--- src/rtl/ipu.sv ---
// ipu -- interrupt priority unit feeding the fetch stage.
//
// Latches rising edges on up to N_SRC request lines as pending, grants the
// lowest-index enabled pending source, and issues a one-cycle ipu_int pulse
// that redirects fetch to the handler. The grant is then tracked through the
// int_ack handshake and the in-service period until fetch decodes the
// return instruction (rti).
//
// Ports:
//   clk, rst          clock; synchronous active-high reset
//   irq[N_SRC]        request lines, rising edge = event
//   irq_en[N_SRC]     per-source grant enable (pending still latches)
//   halt/jorb/ldStall fetch conditions that hold off ipu_int
//   int_ack           fetch's registered copy of ipu_int
//   rti               fetch decoded the return instruction this cycle
//   clr_ovr           clears all overrun flags
//   ipu_int           one-cycle interrupt request to fetch
//   int_id[3]         granted/serviced source index, held until next grant
//   in_service        high from the fire cycle until rti is accepted
//   pending[N_SRC]    latched, not-yet-granted events
//   overrun[N_SRC]    sticky: event arrived while already pending
//
// state    | meaning
// ---------+-----------------------------------------------------------
// IDLE     | nothing granted; looking for an enabled pending source
// REQ      | winner latched in int_id; ipu_int fires when fetch unblocked
// ACK_WAIT | fired last cycle; expecting int_ack from fetch
// SERVICE  | handler running; waiting for rti

module ipu #(
    parameter int N_SRC = 4
) (
    input  logic             clk,
    input  logic             rst,
    input  logic [N_SRC-1:0] irq,
    input  logic [N_SRC-1:0] irq_en,
    input  logic             halt,
    input  logic             jorb,
    input  logic             ldStall,
    input  logic             int_ack,
    input  logic             rti,
    input  logic             clr_ovr,
    output logic             ipu_int,
    output logic [2:0]       int_id,
    output logic             in_service,
    output logic [N_SRC-1:0] pending,
    output logic [N_SRC-1:0] overrun
);

    typedef enum logic [1:0] {
        IDLE     = 2'd0,
        REQ      = 2'd1,
        ACK_WAIT = 2'd2,
        SERVICE  = 2'd3
    } state_t;

    state_t           state_q, state_d;
    logic [N_SRC-1:0] irq_q;
    logic [N_SRC-1:0] pending_q, pending_d;
    logic [N_SRC-1:0] overrun_q, overrun_d;
    logic [2:0]       int_id_q, int_id_d;
    logic             in_service_q, in_service_d;

    logic [N_SRC-1:0] irq_edge;
    logic [N_SRC-1:0] cand;
    logic [N_SRC-1:0] id_sel;
    logic [N_SRC-1:0] clr_pend;
    logic [N_SRC-1:0] retry_set;
    logic [2:0]       win_id;
    logic             fire;

    always_comb begin
        irq_edge = irq & ~irq_q;
        cand     = pending_q & irq_en;
        win_id   = 3'd0;
        // Scan from the top so the lowest index is the last to write.
        for (int i = N_SRC - 1; i >= 0; i--) begin
            if (cand[i]) win_id = 3'(i);
        end
        for (int i = 0; i < N_SRC; i++) begin
            id_sel[i] = (int_id_q == 3'(i));
        end
    end

    always_comb begin
        state_d      = state_q;
        int_id_d     = int_id_q;
        in_service_d = in_service_q;
        clr_pend     = '0;
        retry_set    = '0;
        fire         = 1'b0;
        case (state_q)
            IDLE: begin
                if (|cand) begin
                    state_d  = REQ;
                    int_id_d = win_id;
                end
            end
            REQ: begin
                // int_id stays frozen here; later arrivals never pre-empt.
                fire = ~halt & ~jorb & ~ldStall;
                if (fire) begin
                    clr_pend     = id_sel;
                    in_service_d = 1'b1;
                    state_d      = ACK_WAIT;
                end
            end
            ACK_WAIT: begin
                if (int_ack) begin
                    state_d = SERVICE;
                end else begin
                    // Fetch never took the redirect: put the event back and retry.
                    retry_set    = id_sel;
                    in_service_d = 1'b0;
                    state_d      = IDLE;
                end
            end
            SERVICE: begin
                if (rti) begin
                    in_service_d = 1'b0;
                    state_d      = IDLE;
                end
            end
            default: state_d = IDLE;
        endcase

        // A new edge on the source being cleared keeps it pending.
        pending_d = (pending_q & ~clr_pend) | retry_set | irq_edge;
        overrun_d = clr_ovr ? '0 : overrun_q;
        overrun_d = overrun_d | (irq_edge & pending_q & ~clr_pend);
    end

    always_ff @(posedge clk) begin
        if (rst) begin
            state_q      <= IDLE;
            irq_q        <= '0;
            pending_q    <= '0;
            overrun_q    <= '0;
            int_id_q     <= 3'd0;
            in_service_q <= 1'b0;
        end else begin
            state_q      <= state_d;
            irq_q        <= irq;
            pending_q    <= pending_d;
            overrun_q    <= overrun_d;
            int_id_q     <= int_id_d;
            in_service_q <= in_service_d;
        end
    end

    assign ipu_int    = fire;
    assign int_id     = int_id_q;
    assign in_service = in_service_q | fire;
    assign pending    = pending_q;
    assign overrun    = overrun_q;

endmodule

--- config.mk ---
export PLATFORM = sky130hd
export DESIGN_NAME = ipu
export DESIGN_NICKNAME = d
export VERILOG_FILES = /design/src/rtl/ipu.sv
export SDC_FILE = /design/constraint.sdc
export NUM_CORES = 1
export LEC_CHECK = 0
export CORE_MARGIN = 5
export CORE_UTILIZATION = 41
export CTS_CLUSTER_SIZE = 14
export DETAILED_ROUTE_END_ITERATION = 8
export PLACE_DENSITY = 0.87
export REMOVE_ABC_BUFFERS = 1
export SETUP_SLACK_MARGIN = 0.4
export SLEW_MARGIN = 40
export SYNTH_ARGS = -nofsm -noshare
export SYNTH_HDL_FRONTEND = slang
export SYNTH_SLANG_ARGS = --single-unit
--- constraint.sdc ---
create_clock -name clk -period 1.45 [get_ports clk]
set_input_delay 0.29 -clock clk [delete_from_list [all_inputs] [get_ports clk]]
set_output_delay 0.29 -clock clk [all_outputs]
set_load 0.05 [all_outputs]
==> summary.md <==
| Metric | Value |
|---|---|
| CTS root buffer | `clkbuf_4` |
| Max VDD drop | `around 0.53 mV` |
| Largest net degree at the start of global routing | `13` |
| Die height | `about 52 um` |
| Vias in the first global route | `approximately 870` |
| Top_reg_cell synth | `dfxtp_1` |
| Crit end category | `output pin` |
| Power Dens Cells | `818 nW/um2` |
| CP Data Required Time | `about 1.2 ns` |
| Startpoint types | `input port` |
| Total CTS buffers | `3` |
| Final Util | `85.2%` |
| Mapped cell area | `roughly 740 um2` |
| Final WS setup | `-0.157 ns` |
| CTS H-tree depth | `1` |
| HPWL after DPL | `1460 um` |
| Initial Util | `42.8%` |
| Grt total ovfl | `0` |
| Synth area leader | `dfxtp_1` |
| Seq/Total Area, Yosys | `46.0%` |
| Clock slew at reported path FFs | `0.10 ns` |
| FP Rows | `15` |
| Drt wl/cell | `18.9 um` |
| GPL Wtd Cong | `about 0.8` |
| RSZ-0062 raised after global routing | `yes` |
| Worst Path Arrival | `1.32 ns` |
| Vias | `between 800 and 900` |
| Fmax | `622 MHz` |
| Failing checks | `negative setup slack` |
| WHS | `0.465 ns` |
| Fin. Hold Viols | `0` |
| Core region area | `1730 um2` |
| Max cap viols | `0` |
| Worst hold path class | `reg -> reg` |
| Distinct cells, synth | `27` |
| DR DRC count | `0` |
| Pwr Total | `between 1000 and 1500 uW` |
| I/O pin total | `29` |
| Post-synth EDFFs | `0` |
| Port Buffer Count | `27` |
| # clock sinks | `17` |
| First DRT Iteration DRCs | `20` |
| Max-slew violation count | `0` |
| # hold bufs at CTS | `0` |
| First-pass GRT wire length | `3660 um` |
| N_diodes | `0` |
| Post-Syn Area per Cell | `8.80 um2` |
| Yosys reg bits | `17` |
| Antenna violations before repair | `0` |
| Post-Route WL | `2870 um` |
| Post-synth ARST share | `0%` |
| Nets@finish | `around 140` |
| Proportion of layout cells with a drive suffix above 1 | `between 40% and 50%` |
| Synth top area share | `46.0%` |
| Crit Path Category | `in -> out` |
| Area delta synth->final | `99.0%` |
| Synth top area cells | `dfxtp_1 (46%), nand2b_1 (5.9%), nand2_1 (4.6%), a21oi_1 (3.4%), o21ai_0 (3.4%)` |
| Vias/cell | `5.59` |
| Die Wd | `52.5 um` |
| Worst-skew pair later-pin latency | `between 0.2 and 0.3 ns` |
| Total Routing Usage GR | `18.4%` |
| Setup violations, final | `2` |
| Antenna Nets Post-Route | `0` |
| Final Cycle Share | `111%` |
| CTS tree | `yes` |
| Maximum root-to-sink buffer count | `2` |
| 1st-pass router iterations | `4` |
| Status | `finished with violations` |
| P_leak | `0.000598 uW` |
| Setup Skew | `approximately 0.0021 ns` |
| Ys Warns | `0` |
| Mapped Cells | `84` |
| Crit path max fanout | `3` |
| Die area | `roughly 2800 um2` |
| Final worst path period need | `1.61 ns` |
-- repair_timing --
action	in CTS	in global routing
setup endpoints to repair	23	25
gates cloned	0	0
endpoints found under the hold margin	0	0
buffers inserted	9	3
pin swaps	8	6
gates resized for setup	41	21
-- routing by layer --
metal	GRT usage, %	share of wire (%)	up-vias	wire, um
li1	-	-	382	-
met5	0	0	-	0
met4	17.0	5.2	0	150
met3	4.56	4.8	18	138
met1	19.2	37	400	1070
met2	29.8	53	49	1510
-- Yosys cell counts (2+ instances only) --
cell	count
nor2_1	6
nand3b_1	2
nand2b_1	7
nor2b_1	3
a32oi_1	2
a31oi_1	2
inv_1	4
o21ai_0	5
dfxtp_1	17
o31ai_1	3
a21oi_1	5
o41ai_1	2
clkbuf_1	4
nand2_1	9
-- flip-flops by register name (all words and copies together) (netlist names) --
register,count
in_service_q,1
irq_q,4
int_id,2
overrun,4
pending,4
state_q,2
-- path summary, 6_finish.rpt --
kind | startpoint | endpoint | slack, ns | cells past startpoint
max | halt | ipu_int | -0.16 | 5
min | irq_q[3] | overrun[3] | 0.46 | 1
max reg2reg | state_q[0] | overrun[0] | 0.04 | 6
min reg2reg | irq_q[3] | overrun[3] | 0.46 | 1
-- cells by family (layout without fill, tap and decap cells) --
family,Yosys count,after routing,synth area share (%)
other,1,1,0.507
DFF,17,17,46.0
muxes,1,1,1.35
and+or+nand+nor,31,31,24.0
AOI/OAI and AO/OA,25,25,23.0
buffers and inverters,9,52,5.08
-- power breakdown --
group	internal [uW]	switching (uW)	total [uW]	leakage (uW)
clock network	107	153	260	0.0000150
logic	202	214	416	0.000436
registers	496	30.7	527	0.000146
total	805	398	1200	0.000598
-- per-stage QoR --
stage	cells	setup slack [ns]	setup TNS, ns	instance area (um2)
3_3_place_gp	136	-0.381	-3.20	1180
5_1_grt	152	-0.189	-0.352	1470
4_1_cts	149	-0.102	-0.173	1340
3_5_place_dp	136	-0.427	-3.87	1180
2_1_floorplan	79	0.0344	0	717
6_report	152	-0.157	-0.245	1470
-- final cells by class --
type / instances / area, um2
inverters: 4 / 15.0
flip-flops and latches: 17 / 370
multi-input cells: 58 / 500
fillers: 95 / 255
repair buffers: 44 / 528
clock buffers: 4 / 26.3
well taps: 25 / 31.3
-- worst max-delay path, stage by stage --
cell and delay [ns]:
dlygate4sd2_1 0.29, nor4b_4 0.34, nand2b_4 0.11, inv_1 0.14, buf_12 0.15
-- layout by cell type (no fill, tap or decap), types with 2 or more instances in the layout --
cell type / Yosys / routed
o41ai_2: 0 / 2
clkbuf_4: 0 / 3
a21oi_2: 0 / 2
o21ai_4: 0 / 3
buf_4: 1 / 14
nor2_1: 6 / 5
nand3b_1: 2 / 2
a32oi_1: 2 / 2
buf_6: 0 / 2
buf_12: 0 / 12
a21oi_1: 5 / 3
nand2_1: 9 / 8
a31oi_1: 2 / 2
nand2b_1: 7 / 5
nand2b_4: 0 / 2
dlygate4sd2_1: 0 / 6
dfxtp_1: 17 / 5
clkdlybuf4s50_1: 0 / 7
inv_1: 4 / 4
nor2b_1: 3 / 3
o31ai_4: 0 / 2
dfxtp_4: 0 / 6
dfxtp_2: 0 / 6
Power figures use the tool's default switching activity.
